==> config.mk <==
export PLATFORM = sky130hd
export DESIGN_NAME = step_sequencer
export DESIGN_NICKNAME = d
export VERILOG_FILES = /design/src/rtl/step_sequencer.sv
export SDC_FILE = /design/constraint.sdc
export NUM_CORES = 1
export LEC_CHECK = 0
export ABC_AREA = 1
export CORE_UTILIZATION = 35
export DETAILED_ROUTE_END_ITERATION = 10
export GPL_TIMING_DRIVEN = 1
export PLACE_DENSITY_LB_ADDON = 0.08
export SYNTH_ARGS = -nofsm -noshare
export SYNTH_HDL_FRONTEND = slang
export SYNTH_SLANG_ARGS = --single-unit
==> constraint.sdc <==
create_clock -name i_clk -period 1.8 [get_ports i_clk]
set_clock_uncertainty 0.1 [all_clocks]
set_input_delay 0.36 -clock i_clk [delete_from_list [all_inputs] [get_ports i_clk]]
set_output_delay 0.36 -clock i_clk [all_outputs]
set_load 0.005 [all_outputs]
==> src/rtl/step_sequencer.sv <==
// SAP1 controller front end: instruction register, micro-step counter and ALU flags,
// with run / pause / single-step / halted sequencing that gates the datapath clock-enable.
module step_sequencer #(
    parameter int INSTRUCTION_WIDTH = 4,
    parameter int INSTRUCTION_STEPS = 8,
    parameter int DATA_WIDTH        = 8,
    localparam int STEP_WIDTH       = $clog2(INSTRUCTION_STEPS),
    localparam int OPERAND_WIDTH    = DATA_WIDTH - INSTRUCTION_WIDTH
) (
    input  logic                         i_clk,
    input  logic                         i_rst_n,
    input  logic                         i_run,
    input  logic                         i_step_req,
    input  logic [DATA_WIDTH-1:0]        i_bus,
    input  logic                         i_instrregi,
    input  logic                         i_adv,
    input  logic                         i_halt,
    input  logic                         i_alulatchf,
    input  logic                         i_alu_zero,
    input  logic                         i_alu_carry,
    input  logic                         i_alu_odd,
    output logic [INSTRUCTION_WIDTH-1:0] o_instruction,
    output logic [OPERAND_WIDTH-1:0]     o_operand,
    output logic [STEP_WIDTH-1:0]        o_step,
    output logic                         o_zero,
    output logic                         o_carry,
    output logic                         o_odd,
    output logic                         o_clk_en,
    output logic                         o_halted,
    output logic                         o_step_overflow
);

    localparam logic [1:0] ST_PAUSE  = 2'b00;
    localparam logic [1:0] ST_RUN    = 2'b01;
    localparam logic [1:0] ST_HALTED = 2'b10;

    localparam logic [STEP_WIDTH-1:0] STEP_LAST = STEP_WIDTH'(INSTRUCTION_STEPS - 1);
    localparam logic [STEP_WIDTH-1:0] STEP_ONE  = STEP_WIDTH'(1);

    logic [1:0]            state_q, state_d;
    logic                  step_req_q;
    logic [STEP_WIDTH-1:0] step_q, step_d;
    logic [DATA_WIDTH-1:0] ir_q, ir_d;
    logic [2:0]            flags_q, flags_d;
    logic                  halted_q, halted_d;
    logic                  overflow_q, overflow_d;
    logic                  step_pulse_s;
    logic                  clk_en_s;

    // Enable depends only on registered state and the step request, never on decoder controls.
    always_comb begin
        step_pulse_s = i_step_req & ~step_req_q;
        clk_en_s     = (state_q == ST_RUN) | ((state_q == ST_PAUSE) & step_pulse_s);
    end

    // Mode sequencing; an enabled halt wins over any run/pause change.
    always_comb begin
        state_d = state_q;
        if (clk_en_s && i_halt) begin
            state_d = ST_HALTED;
        end else begin
            case (state_q)
                ST_PAUSE:  state_d = i_run ? ST_RUN : ST_PAUSE;
                ST_RUN:    state_d = i_run ? ST_RUN : ST_PAUSE;
                ST_HALTED: state_d = ST_HALTED;
                default:   state_d = ST_HALTED;
            endcase
        end
        halted_d = (state_d == ST_HALTED);
    end

    // Micro-step counter: halt holds, adv restarts, running off the end wraps and flags it.
    always_comb begin
        step_d     = step_q;
        overflow_d = overflow_q;
        if (clk_en_s) begin
            if (i_halt) begin
                step_d = step_q;
            end else if (i_adv) begin
                step_d = '0;
            end else if (step_q == STEP_LAST) begin
                step_d     = '0;
                overflow_d = 1'b1;
            end else begin
                step_d = step_q + STEP_ONE;
            end
        end else begin
            step_d = step_q;
        end
    end

    // IR and flag loads are independent of the step logic so II alongside adv applies both.
    always_comb begin
        ir_d    = ir_q;
        flags_d = flags_q;
        if (clk_en_s && i_instrregi) begin
            ir_d = i_bus;
        end else begin
            ir_d = ir_q;
        end
        if (clk_en_s && i_alulatchf) begin
            flags_d = {i_alu_zero, i_alu_carry, i_alu_odd};
        end else begin
            flags_d = flags_q;
        end
    end

    // Edge register resets high so a request held through reset is not taken as a step.
    always_ff @(posedge i_clk or negedge i_rst_n) begin
        if (!i_rst_n) begin
            state_q    <= ST_PAUSE;
            step_req_q <= 1'b1;
            step_q     <= '0;
            ir_q       <= '0;
            flags_q    <= 3'b000;
            halted_q   <= 1'b0;
            overflow_q <= 1'b0;
        end else begin
            state_q    <= state_d;
            step_req_q <= i_step_req;
            step_q     <= step_d;
            ir_q       <= ir_d;
            flags_q    <= flags_d;
            halted_q   <= halted_d;
            overflow_q <= overflow_d;
        end
    end

    assign o_instruction   = ir_q[DATA_WIDTH-1 -: INSTRUCTION_WIDTH];
    assign o_operand       = ir_q[OPERAND_WIDTH-1:0];
    assign o_step          = step_q;
    assign o_zero          = flags_q[2];
    assign o_carry         = flags_q[1];
    assign o_odd           = flags_q[0];
    assign o_clk_en        = clk_en_s;
    assign o_halted        = halted_q;
    assign o_step_overflow = overflow_q;

endmodule

==> flow_summary.json <==
{
  "maxSlewViolCount": 0,
  "pre_cts_ws_ps": -233,
  "drt_wl_total_mm": 1.85,
  "cts.sinks": 19,
  "cts_tree": "yes",
  "hold_ws_ps": 247,
  "hold_violations": 0,
  "path_cells": "clkdlybuf4s50_1",
  "worst-path-stages": 1,
  "drcViolationCount": 0,
  "path_class": "register to primary output",
  "cp_top_family": "buffers and inverters",
  "cts_buffer_depth": 2,
  "rr_startpoint": "o_step[0]$_DFFE_PN0P_",
  "final_cells": 160,
  "synth_fp_nets": 115,
  "ir_drop_uv": 341,
  "ys_seq_area_share_pct": 53.8,
  "cp_num_buf_inv": 1,
  "ant_nets": 0,
  "start_kind": "register",
  "htreeDepth": 1,
  "ys_warn_count": 0,
  "io_pins": 36,
  "min_path_type": "input pin to register",
  "grt_setup_unrepaired": "no",
  "slowest_stage": "clkdlybuf4s50_1",
  "worstSetupStartpoint": "o_step[0]$_DFFE_PN0P_",
  "syn_area_um2": 886,
  "first_pass_iters": 4,
  "drive_gt1_share_pct": 9.85,
  "dieArea_mm2": 0.00274,
  "yosysUniqueCellTypes": 16,
  "path_clk_slew_ps": 110,
  "power_uw": 716,
  "syn_inst": 94,
  "endpoint": "o_step[0]",
  "cp_data_required_time_ps": 1340,
  "grt_pass1_vias": 679,
  "antenna_found_initial": 0,
  "viasPerCell": 4.84,
  "drt-initial-drc-count": 5,
  "syn2layout_area_growth_pct": 43.5,
  "routabilityCongestion": 0.654,
  "vias": 774,
  "hold_buffers": 0,
  "final_nets": 154,
  "setup_viol": 0,
  "synth_seq_cells": 19,
  "finish.utilization_pct": 55.3,
  "grt_max_degree": 21,
  "std_cell_rows": 17,
  "power.density_mw_per_mm2": 564,
  "p_leak_nw": 0.624,
  "synth_area_per_cell_um2": 9.42,
  "gr-total-overflow": 0,
  "worstRegToRegCells": 6,
  "setup_ws_ps": 114,
  "drv_cap": 0,
  "fin_area_mm2": 0.00127,
  "die_y_um": 52.3,
  "reg2reg_slack_ps": 440,
  "finalSetupTns_ps": 0,
  "fmax_mhz": 593,
  "placedCellCount": 156,
  "wl_per_cell_um": 11.6,
  "netlist_top_cells_area": "dfrtp_1 (51%), nand2_1 (14%), nand4_1 (11%), buf_8 (3.4%), dfstp_2 (3.0%)",
  "initial_core_util_pct": 38.6,
  "period_minus_slack_ps": 1690,
  "dpl_cell_area_mm2": 0.00125,
  "clock_latency_ps": 280,
  "io_buffers": 35,
  "slew-limit-headroom_pct": 75.3,
  "r2r_end": "o_step[2]$_DFFE_PN0P_",
  "period_share_pct": 93.7,
  "synth_top_cell_by_area": "dfrtp_1",
  "root_buffer": "clkbuf_4",
  "track_usage_pct": 14.6,
  "crit_path_end_kind": "primary output",
  "worstPathArrival_ps": 1230,
  "outcome": "finished clean",
  "netlist.area_leader.share_pct": 50.8,
  "diodes": 0,
  "grt_pass1_wl_mm": 2.94,
  "fp.coreArea_mm2": 0.00230,
  "detailed_place_hpwl_mm": 1.30,
  "die_x_um": 52.3,
  "worstMarginPinSlew_ps": 371,
  "max_stage_delay_ps": 530,
  "cts_buffers": 3,
  "cp_max_fo": 4
}
==> timing repair <==
action,4_1_cts,5_1_grt
setup endpoints to repair,1,0
buffers inserted,0,0
resized for setup,2,0
==> state kept, by name (all words and copies together) (netlist names) <==
signal and cells:
o_halted 1, o_step 3, flags_q 3, state_q 2, ir_q 8, o_step_overflow 1, step_req_q 1
==> Yosys cell counts, drive strengths merged <==
cell type / count
dfstp: 1
inv: 10
nand2: 35
nor2: 5
ha: 2
buf: 4
nand3: 3
a21oi: 1
dfrtp: 18
nand4: 15
==> power breakdown <==
part	total, mW	internal (mW)	switching [mW]
sequential	0.429	0.429	0.000509
clock	0.212	0.0860	0.126
combinational	0.0750	0.0417	0.0333
==> cell type report <==
class,count,area (um2)
multi-input combinational,61,325
clock buffer,4,26.3
timing repair buffer,38,370
fill,229,1030
tap,28,35.0
inverter,10,37.5
sequential,19,477
==> layer usage <==
layer | GRT usage (%) | share of wire [%] | vias up
li1 | - | - | 384
met1 | 17.7 | 49 | 366
met2 | 24.7 | 45 | 22
met3 | 3.77 | 5.2 | 2
met4 | 5.26 | 0.76 | 0
met5 | 0 | 0 | -
==> cell families (layout without fill, tap and decap cells) <==
logic type      count (synthesis)  count (layout)  share of synthesized area [%]
simple gates                   58              58                           33.3
flops                          19              19                           53.8
fa+ha+maj                       2               2                           2.82
buf+inv                        14              52                           9.46
compound gates                  1               1                          0.564
==> worst reg2reg max path, cell delays in order, from the launching register on <==
cell and delay, ps:
dfrtp_1 430, ha_1 210, ha_1 270, inv_1 40
nor2_1 80, nand4_1 100, nand2_1 90
==> placed cells by master, fill, tap and decap left out <==
cell type,synthesis,routed
a21oi_1,1,1
inv_1,7,7
nor2_1,5,5
nand4_1,15,15
clkbuf_4,0,3
dlygate4sd2_1,0,2
buf_4,0,3
inv_2,3,3
clkdlybuf4s50_1,0,33
nand2_4,1,1
nand2_8,1,1
clkbuf_1,0,1
nand3_1,2,2
dfstp_2,1,1
nand2_1,33,33
nand3_4,1,1
dfrtp_1,18,18
ha_1,2,2
==> worst min-delay path by stage <==
stage               cells after the start                     endpoint  slack [ps]                         from
floorplan                               0       flags_q[0]$_DFFE_PN0P_         -40                      i_rst_n
global placement                        2  o_step_overflow$_DFFE_PN0P_         350  o_step_overflow$_DFFE_PN0P_
detailed placement                      2  o_step_overflow$_DFFE_PN0P_         360  o_step_overflow$_DFFE_PN0P_
CTS                                     1         step_req_q$_DFF_PN1_         240                   i_step_req
global route                            1         step_req_q$_DFF_PN1_         230                   i_step_req
finish                                  1         step_req_q$_DFF_PN1_         250                   i_step_req
(Power assumes the default switching activity.)
